--- src/rtl/pgm_tx.sv ---
// pgm_tx: replays a 134-bit RAM packet template onto the mux stream, paced by the LCM.
// Optional: define PGM_TIMESTAMP_EN to stamp lcm2pgm_time into head word bits [63:0].
module pgm_tx #(
  parameter logic [47:0] PLATFORM = "Xilinx"
) (
  input  logic         clk,
  input  logic         rst_n,
  input  logic         lcm2pgm_reset,
  input  logic         lcm2pgm_start,
  input  logic         lcm2pgm_stop,
  input  logic [10:0]  lcm2pgm_pkt_words,
  input  logic [31:0]  lcm2pgm_pkt_total,
  input  logic [15:0]  lcm2pgm_gap,
  input  logic [63:0]  lcm2pgm_time,
  input  logic         mux2pgm_alf,
  output logic         pgm2ram_rd,
  output logic [10:0]  pgm2ram_rd_addr,
  input  logic [133:0] ram2pgm_data,
  output logic [133:0] pgm2mux_data,
  output logic         pgm2mux_data_wr,
  output logic         pgm2mux_valid,
  output logic         pgm2mux_valid_wr,
  output logic         pgm_busy,
  output logic [63:0]  pgm_pkt_num,
  output logic [63:0]  pgm_byte_num
);

  typedef enum logic [1:0] {StIdle, StWaitAlf, StRead, StGap} state_e;

  state_e       state_q;
  logic         rd_q;
  logic [10:0]  addr_q;
  logic [10:0]  words_q;
  logic [31:0]  total_q;
  logic [31:0]  run_cnt_q;
  logic [15:0]  gap_q;
  logic [15:0]  gap_cnt_q;
  logic         stop_pend_q;
  logic         s2_vld_q;
  logic         s2_head_q;
  logic         s2_tail_q;
  logic [133:0] data_q;
  logic [133:0] word_d;
  logic         data_wr_q;
  logic         valid_wr_q;
  logic [63:0]  pkt_num_q;
  logic [63:0]  byte_num_q;
  logic [63:0]  tail_bytes;
  logic [10:0]  last_addr;
  logic [31:0]  cnt_after;
  logic         stop_seen;
  logic         run_done;

  assign last_addr = words_q - 11'd1;
  // Sent count including the packet whose last read is happening this cycle.
  assign cnt_after = (state_q == StRead) ? run_cnt_q + 32'd1 : run_cnt_q;
  assign stop_seen = stop_pend_q | lcm2pgm_stop;
  assign run_done  = stop_seen | ((total_q != 32'd0) & (cnt_after == total_q));

  always_ff @(posedge clk or negedge rst_n) begin
    if (!rst_n) begin
      state_q     <= StIdle;
      rd_q        <= 1'b0;
      addr_q      <= 11'd0;
      words_q     <= 11'd2;
      total_q     <= 32'd0;
      run_cnt_q   <= 32'd0;
      gap_q       <= 16'd0;
      gap_cnt_q   <= 16'd0;
      stop_pend_q <= 1'b0;
    end else begin
      unique case (state_q)
        StIdle: begin
          if (lcm2pgm_start) begin
            state_q     <= StWaitAlf;
            words_q     <= (lcm2pgm_pkt_words < 11'd2) ? 11'd2 : lcm2pgm_pkt_words;
            total_q     <= lcm2pgm_pkt_total;
            gap_q       <= lcm2pgm_gap;
            run_cnt_q   <= 32'd0;
            stop_pend_q <= lcm2pgm_stop;
          end
        end
        StWaitAlf: begin
          if (lcm2pgm_stop) begin
            state_q     <= StIdle;
            stop_pend_q <= 1'b0;
          end else if (!mux2pgm_alf) begin
            state_q <= StRead;
            rd_q    <= 1'b1;
            addr_q  <= 11'd0;
          end
        end
        StRead: begin
          if (lcm2pgm_stop) stop_pend_q <= 1'b1;
          if (addr_q == last_addr) begin
            rd_q      <= 1'b0;
            addr_q    <= 11'd0;
            run_cnt_q <= cnt_after;
            if (gap_q == 16'd0) begin
              state_q     <= run_done ? StIdle : StWaitAlf;
              stop_pend_q <= 1'b0;
            end else begin
              state_q   <= StGap;
              gap_cnt_q <= gap_q;
            end
          end else begin
            addr_q <= addr_q + 11'd1;
          end
        end
        StGap: begin
          if (lcm2pgm_stop) stop_pend_q <= 1'b1;
          if (gap_cnt_q == 16'd1) begin
            state_q     <= run_done ? StIdle : StWaitAlf;
            stop_pend_q <= 1'b0;
          end else begin
            gap_cnt_q <= gap_cnt_q - 16'd1;
          end
        end
      endcase
    end
  end

  // Stage 2: RAM data is valid this cycle; carry word position alongside.
  always_ff @(posedge clk or negedge rst_n) begin
    if (!rst_n) begin
      s2_vld_q  <= 1'b0;
      s2_head_q <= 1'b0;
      s2_tail_q <= 1'b0;
    end else begin
      s2_vld_q  <= rd_q;
      s2_head_q <= rd_q & (addr_q == 11'd0);
      s2_tail_q <= rd_q & (addr_q == last_addr);
    end
  end

`ifdef PGM_TIMESTAMP_EN
  logic [63:0] ts_q;
  logic        unused_cfg;
  assign unused_cfg = ^PLATFORM;

  always_ff @(posedge clk or negedge rst_n) begin
    if (!rst_n) begin
      ts_q <= 64'd0;
    end else if (state_q == StWaitAlf && !lcm2pgm_stop && !mux2pgm_alf) begin
      ts_q <= lcm2pgm_time;
    end
  end
`else
  logic unused_cfg;
  assign unused_cfg = ^{PLATFORM, lcm2pgm_time};
`endif

  always_comb begin
    word_d = ram2pgm_data;
    word_d[133:132] = s2_head_q ? 2'b01 : (s2_tail_q ? 2'b10 : 2'b11);
`ifdef PGM_TIMESTAMP_EN
    if (s2_head_q) word_d[63:0] = ts_q;
`endif
  end

  always_ff @(posedge clk or negedge rst_n) begin
    if (!rst_n) begin
      data_q     <= '0;
      data_wr_q  <= 1'b0;
      valid_wr_q <= 1'b0;
    end else begin
      data_q     <= s2_vld_q ? word_d : '0;
      data_wr_q  <= s2_vld_q;
      valid_wr_q <= s2_vld_q & s2_tail_q;
    end
  end

  assign tail_bytes = (data_q[131:128] == 4'd0) ? 64'd16 : {60'd0, data_q[131:128]};

  // Counters track words as they leave the block; a clear beats a same-cycle increment.
  always_ff @(posedge clk or negedge rst_n) begin
    if (!rst_n) begin
      pkt_num_q  <= 64'd0;
      byte_num_q <= 64'd0;
    end else if (lcm2pgm_reset) begin
      pkt_num_q  <= 64'd0;
      byte_num_q <= 64'd0;
    end else begin
      if (data_wr_q) byte_num_q <= byte_num_q + (valid_wr_q ? tail_bytes : 64'd16);
      if (valid_wr_q) pkt_num_q <= pkt_num_q + 64'd1;
    end
  end

  assign pgm2ram_rd       = rd_q;
  assign pgm2ram_rd_addr  = addr_q;
  assign pgm2mux_data     = data_q;
  assign pgm2mux_data_wr  = data_wr_q;
  assign pgm2mux_valid    = valid_wr_q;
  assign pgm2mux_valid_wr = valid_wr_q;
  assign pgm_busy         = (state_q != StIdle);
  assign pgm_pkt_num      = pkt_num_q;
  assign pgm_byte_num     = byte_num_q;

endmodule

--- config.mk ---
export PLATFORM = sky130hd
export DESIGN_NAME = pgm_tx
export DESIGN_NICKNAME = d
export VERILOG_FILES = /design/src/rtl/pgm_tx.sv
export SDC_FILE = /design/constraint.sdc
export NUM_CORES = 1
export LEC_CHECK = 0
export BUFFER_PORTS_ARGS = -buffer_cell sky130_fd_sc_hd__buf_2
export CORE_AREA = 2 2 209 211
export DETAILED_ROUTE_END_ITERATION = 8
export DIE_AREA = 0 0 211 213
export GPL_ROUTABILITY_DRIVEN = 0
export PLACE_DENSITY = 0.73
export SLEW_MARGIN = 20
export SYNTH_ARGS = -nofsm -noshare
export SYNTH_HDL_FRONTEND = slang
export SYNTH_SLANG_ARGS = --single-unit
--- constraint.sdc ---
create_clock -name clk -period 7.1 [get_ports clk]
set_input_delay 2.13 -clock clk [delete_from_list [all_inputs] [get_ports clk]]
set_output_delay 2.13 -clock clk [all_outputs]
set_load 0.05 [all_outputs]
# --- After elaboration in Yosys (flattened, before gate mapping) ---
# Cells that the tools add are included.
word_totals:
  elab_cells: 104
  regBits: 389
op_classes:
  n_eq_ne: 15
  n_lt_le_gt_ge: 1
  muxes: 41
  n_bitwise: 6
  n_reduce_logical: 18
  addsub: 6
ops:
  columns: ["cell", "n"]
  rows:
  - ["$mux 64", 4]
  - ["$mux 134", 1]
  - ["$mux 32", 3]
  - ["$add 64x1->64 const B", 1]
  - ["$add 64x5->64", 1]
  - ["$pmux 32 s2", 1]
  - ["$mux 16", 3]
  - ["$mux 11", 4]
  - ["$add 32x1->32 const B", 1]
  - ["$eq 32x32->1", 1]
  - ["$pmux 16 s2", 1]
  - ["$reduce_bool 32->1", 1]
  - ["$pmux 11 s2", 1]
  - ["$eq 16x1->1 const B", 1]
  - ["$logic_not 16->1", 1]
  - ["$sub 16x1->16 const B", 1]
  - ["$mux 2", 7]
  - ["$ne 2x2->1 const B", 7]
  - ["$reduce_and 4->1", 3]
  - ["$reduce_bool 2->1", 6]
  - ["$add 11x1->11 const B", 1]
  - ["$eq 11x11->1", 1]
  - ["$logic_not 11->1", 1]
  - ["$lt 11x2->1 const B", 1]
  - ["other kinds (16)", 34]

# --- Depth between registers and ports, before layout ---
logic_depth:
  word_depth: 9
  depth_mapped: 13
  ltp_nobuf: 12

# --- Worst setup path after synthesis ---
# No wires, ideal clock.
synth_timing:
  path_type: "register to register"
  startpoint: "register valid_wr_q, in the netlist pgm2mux_valid"
  endpoint: "register byte_num_q[54], in the netlist pgm_byte_num[54]"
  synth_period_minus_slack_ns: 3.383
  path_buffers: 1
  t_arrival_ns: 3.252
  stages_incl_launch_ff: 14
  setup_time_ns: 0.132
  required_time_ns: 6.968
  setup_slack_ns: 3.717
  cell_sequence: "dfrtp_1 -> clkbuf_1 -> and2_1 -> ha_1 -> inv_1 -> fa_1 -> nor2b_1 -> o21a_1 -> o21ai_0 -> a2111oi_2 -> nand4_1 -> nor2_1 -> xnor2_1 -> nor2_1"
synth_via:
  elab_chain_cells: 4
synth_rtl:
  columns: ["element", "line", "source"]
  rows:
  - ["start, declared", "45", "logic valid_wr_q;"]
  - ["start signal, assigned", "169", "valid_wr_q <= s2_vld_q & s2_tail_q;"]
  - ["$mux 5", "184", "if (data_wr_q) byte_num_q <= byte_num_q + (valid_wr_q ? tail_bytes : 64'd16);"]
  - ["$add 64x5->64", "184", null]
  - ["$mux 64", "184", null]
  - ["$mux 64", "180", "end else if (lcm2pgm_reset) begin"]
  - ["end signal, assigned", "184", null]
  - ["end, declared", "47", "logic [63:0] byte_num_q;"]
# No other way between the ends. The select of a mux whose other input is x is not followed.
# A chain may end at the register's enable or synchronous reset.

# --- Worst setup path in the final report ---
layout_timing:
  startpoint: "register state_q[1]"
  endpoint: "register state_q[0]"
layout_via:
  elab_chain_cells: 9
  elab_cells_between_ends: 18
layout_rtl:
  columns: ["element", "line", "source"]
  rows:
  - ["start, declared", "30", "state_e state_q;"]
  - ["start signal, assigned", "62", "state_q <= StIdle;"]
  - ["start signal, assigned", "75", "state_q <= StWaitAlf;"]
  - ["start signal, assigned", "85", "state_q <= StIdle;"]
  - ["$eq 2x2->1", "56, 72", null]
  - ["$mux 32", "56", "assign cnt_after = (state_q == StRead) ? run_cnt_q + 32'd1 : run_cnt_q;"]
  - ["$eq 32x32->1", "58", "assign run_done = stop_seen | ((total_q != 32'd0) & (cnt_after == total_q));"]
  - ["$and 1x1->1", "58", null]
  - ["$or 1x1->1", "58", null]
  - ["$mux 1", "100, 113", null]
  - ["$mux 2", "99", "if (gap_q == 16'd0) begin"]
  - ["$mux 2", "95", "if (addr_q == last_addr) begin"]
  - ["$pmux 2 s4", "72", "unique case (state_q)"]
# Parallel ways exist; a longest one is shown, timed or not. The select of a mux whose other input is x is not followed.

==> flow_summary_export.csv <==
group,metric,value,unit
outcome,outcome,"finished clean",
timing,tightest_slew,1.13,ns
power_and_ir_drop,max-vdd-ir-drop,0.278,mV
timing,finalHoldViolCount,0,
cts,cts.repair.resized,0,
cts,clock_sinks,389,
yosys,ys_types,65,
setup_path,path_cells,"nand2b_2 > inv_1 > nand4_1 > nor4_1 > nand4_1 > xnor2_1 > nor3_1 > a41oi_1 > mux2_2",
setup_path,crit_path_max_fanout,43,
floorplanning,ios,541,
yosys,asyncSetResetFlopFracSynth,1.00,
hold_path,worstHoldStart,"s2_tail_q",
yosys,synth.net_count,2005,
routing,mean_number_of_vias_per_cell,5.34,
global_route,grt_first_pass_wirelength,80300,um
final_layout,number_of_cells_in_the_finished_layout_apart_from_fillers,2760,
yosys,yosysMostFrequentCell,"sky130_fd_sc_hd__dfrtp_1",
cts,post_cts.repair.setup_buffers,0,
yosys,netlist.area_leader.share,0.542,
yosys,synthCells,1728,
floorplanning,initial_core_util,0.420,
setup_path,setup_cp_type,"flop to flop",
hold_path,worstHoldPathType,"flop to flop",
hold_path,hold-path-endpoint,"pgm2mux_data[132]",
yosys,ys_warn_count,0,
cts,number_of_buffers_on_the_longest_clock_path,3,
yosys,synth-main-ff-cell,"sky130_fd_sc_hd__dfrtp_1",
final_layout,fillCellCount,3786,
setup_path,reg2reg_from,"state_q[1]",
placement,dp.final_hpwl,38500,um
timing,post-route-period-util,0.602,
routing,route.detailed.wl_per_inst,19.0,um
floorplanning,floorplan.core_area,0.0427,mm^2
final_layout,finalNetCount,2446,
global_route,gr-total-overflow,0,
timing,setup-violations-final,0,
routing,drt_first_iter_violations,1290,
run,drv.max_cap_violation_count,0,
global_route,largest_net_degree_at_the_start_of_global_routing,138,
routing,final_antenna_net_count,0,
floorplanning,area_of_the_die,0.0449,mm^2
routing,via_count,14726,
global_route,antenna_violations_before_repair,20,
final_layout,final-seq-area,0.00974,mm^2
cts,cts_hold_buf,0,
timing,setup_repair_after_global_routing_missed_its_margin,"no",
global_route,grtUsageTotal,0.230,
timing,timing.final.crit_period,4.27,ns
placement,place_inst,2667,
setup_path,startpoint_type,"flop",
setup_path,cp_slowest_cell,"sky130_fd_sc_hd__nor4_1",
routing,detail_route.wirelength,52400,um
timing,setup_tns,0,ns
setup_path,r2r_setup_slack,2.83,ns
yosys,yosys-top-cells-area,"sky130_fd_sc_hd__dfrtp_1 54%, sky130_fd_sc_hd__and2_1 5.2%, sky130_fd_sc_hd__xnor2_1 4.4%, sky130_fd_sc_hd__xor2_1 4.2%, sky130_fd_sc_hd__mux2_2 3.7%",
setup_path,reg2reg_depth,9,
global_route,grt_pass1_vias,14253,
placement,number_of_buffer_cells_added_on_primary_ports,474,
floorplanning,die_w,211,um
floorplanning,floorplan.die.height,213,um
routing,firstDrtPassIters,6,
setup_path,data_arrival_time_of_the_critical_path,4.72,ns
yosys,synth_seq_cells,389,
timing,max_freq,234,MHz
setup_path,end_kind,"flop",
cts,numCtsBuffers,44,
setup_path,data_required_time_of_the_worst_path,7.55,ns
cts,cts_root_buffer,"sky130_fd_sc_hd__clkbuf_16",
power_and_ir_drop,pwr_density_cell,327,mW/mm^2
yosys,synth_edf_count,0,
setup_path,critical_path_buf_inv_count,1,
hold_path,hold_path_depth,1,
routing,post-route-drc-count,0,
floorplanning,rows,76,
yosys,synth.yosys.seq_area_share,0.543,
timing,finalMaxSlewViolations,0,
setup_path,crit-reg2reg-capture,"state_q[0]",
setup_path,cpPeakStageDelay,0.91,ns
cts,htree_levels,2,
power_and_ir_drop,power.static_leakage,10.3,nW
final_layout,post_route_cells_drive_above_1_share,0.282,
yosys,post_synth.cell_area_avg,10.4,um^2
cts,clk_transition_reported_paths,0.06,ns
yosys,syn_area,0.0179,mm^2
yosys,post-synth-top-area-cell,"sky130_fd_sc_hd__dfrtp_1",
timing,worst_slew_margin_rel,0.240,
timing,finalClockSkew,0.0148,ns
timing,fin_hold_ws,0.463,ns
cts,cts_tree,"built",
final_layout,area_of_combinational_cells_with_multiple_inputs,0.00775,mm^2
yosys,ys_top_cells_by_count,"388 x sky130_fd_sc_hd__dfrtp_1, 173 x sky130_fd_sc_hd__nor2_1, 148 x sky130_fd_sc_hd__and2_1",
cts,clk_latency,0.56,ns
final_layout,flow.area_growth_from_synthesis,24.5,%
setup_path,critical-path-top-delay-family,"simple AND/OR/NAND/NOR gates",
setup_path,worst_path_most_repeated_cell,"sky130_fd_sc_hd__nand4_1",
[layout by cell type (no fill, tap or decap), types with 6 or more instances in the layout]
| cell | synthesis | final |
|---|---|---|
| sky130_fd_sc_hd__xor2_1 | 85 | 85 |
| sky130_fd_sc_hd__and4_1 | 19 | 19 |
| sky130_fd_sc_hd__dfrtp_1 | 388 | 387 |
| sky130_fd_sc_hd__inv_1 | 32 | 32 |
| sky130_fd_sc_hd__or4_1 | 7 | 7 |
| sky130_fd_sc_hd__or3_1 | 24 | 24 |
| sky130_fd_sc_hd__a22o_1 | 10 | 10 |
| sky130_fd_sc_hd__nand2_1 | 116 | 116 |
| sky130_fd_sc_hd__nor3b_1 | 6 | 6 |
| sky130_fd_sc_hd__ha_1 | 13 | 13 |
| sky130_fd_sc_hd__diode_2 | 0 | 12 |
| sky130_fd_sc_hd__nor4_1 | 34 | 33 |
| sky130_fd_sc_hd__mux2_2 | 59 | 59 |
| sky130_fd_sc_hd__nor2_1 | 173 | 173 |
| sky130_fd_sc_hd__buf_2 | 2 | 472 |
| sky130_fd_sc_hd__clkbuf_16 | 0 | 45 |
| sky130_fd_sc_hd__nor3_1 | 58 | 58 |
| sky130_fd_sc_hd__and3_1 | 32 | 32 |
| sky130_fd_sc_hd__clkbuf_1 | 82 | 11 |
| sky130_fd_sc_hd__xnor2_1 | 90 | 90 |
| sky130_fd_sc_hd__o31ai_1 | 9 | 9 |
| sky130_fd_sc_hd__and2_1 | 148 | 147 |
| sky130_fd_sc_hd__clkinv_2 | 0 | 9 |
| sky130_fd_sc_hd__nand3_1 | 62 | 62 |
| sky130_fd_sc_hd__mux2i_1 | 16 | 16 |
| sky130_fd_sc_hd__bufinv_16 | 0 | 6 |
| sky130_fd_sc_hd__a21oi_1 | 66 | 65 |
| sky130_fd_sc_hd__nand4_1 | 54 | 54 |
| sky130_fd_sc_hd__o21ai_0 | 60 | 60 |
[worst max path at each step]
stage	startpoint	endpoint	slack (ns)	cells after the start
floorplan	pgm2mux_valid	pgm_byte_num[54]	3.72	13
global placement	state_q[0]	state_q[0]	2.95	9
detailed placement	state_q[1]	state_q[0]	2.93	9
CTS	state_q[1]	state_q[0]	2.95	9
global route	state_q[1]	state_q[0]	2.56	9
finish	state_q[1]	state_q[0]	2.83	9
[registers in the layout, indices dropped and copies added (netlist names), 2 cells and up]
register and cells:
gap_cnt_q 16, gap_q 16, pgm2mux_data 134, pgm2ram_rd_addr 11, pgm_byte_num 64, pgm_pkt_num 64, run_cnt_q 32, state_q 2
total_q 32, words_q 11
[through the flow]
step / power (mW) / worst slack (ns) / cell area [um^2] / utilization
2_1_floorplan: 4.42 / 3.72 / 17900 / -
4_1_cts: 7.34 / 2.95 / 22200 / 0.521
3_5_place_dp: 4.96 / 2.93 / 20700 / 0.486
3_3_place_gp: 4.89 / 2.95 / 20700 / 0.486
6_report: 7.30 / 2.83 / 22300 / 0.523
5_1_grt: 7.69 / 2.56 / 22300 / 0.522
[kinds of logic (layout without fill, tap and decap cells)]
| kind of cell | Yosys count | in the layout | share of synthesized area |
|---|---|---|---|
| DFF | 389 | 389 | 0.543 |
| muxes | 75 | 75 | 0.0460 |
| AOI/OAI and AO/OA | 193 | 193 | 0.0658 |
| adders and majority gates | 15 | 15 | 0.0107 |
| and+or+nand+nor | 762 | 762 | 0.223 |
| xor gates and xnor gates | 175 | 175 | 0.0855 |
| buffers and inverters | 119 | 593 | 0.0257 |
| other | 0 | 12 | 0 |
[report_power, final]
group	internal [mW]	switching, mW	leakage (nW)
clock network	1.43	0.921	0.728
registers	2.58	0.459	4.84
logic	0.791	1.11	4.78
[final cells by class]
cell class	count	share of cell area
Clock inverter	18	0.0112
Sequential cell	389	0.437
Timing Repair Buffer	482	0.112
Multi-Input combinational cell	1220	0.347
Clock buffer	61	0.0554
Tap cell	546	0.0306
Inverter	32	0.00538
Antenna cell	12	0.00135
[layer usage]
layer | vias to the layer above | track usage | wire length, um
met5 | - | 0 | 110
met4 | 18 | 0.0644 | 1390
met3 | 99 | 0.0622 | 4380
met2 | 505 | 0.375 | 24600
met1 | 7223 | 0.300 | 21900
li1 | 6881 | - | -
No activity file was read; power rests on OpenSTA's default activity.
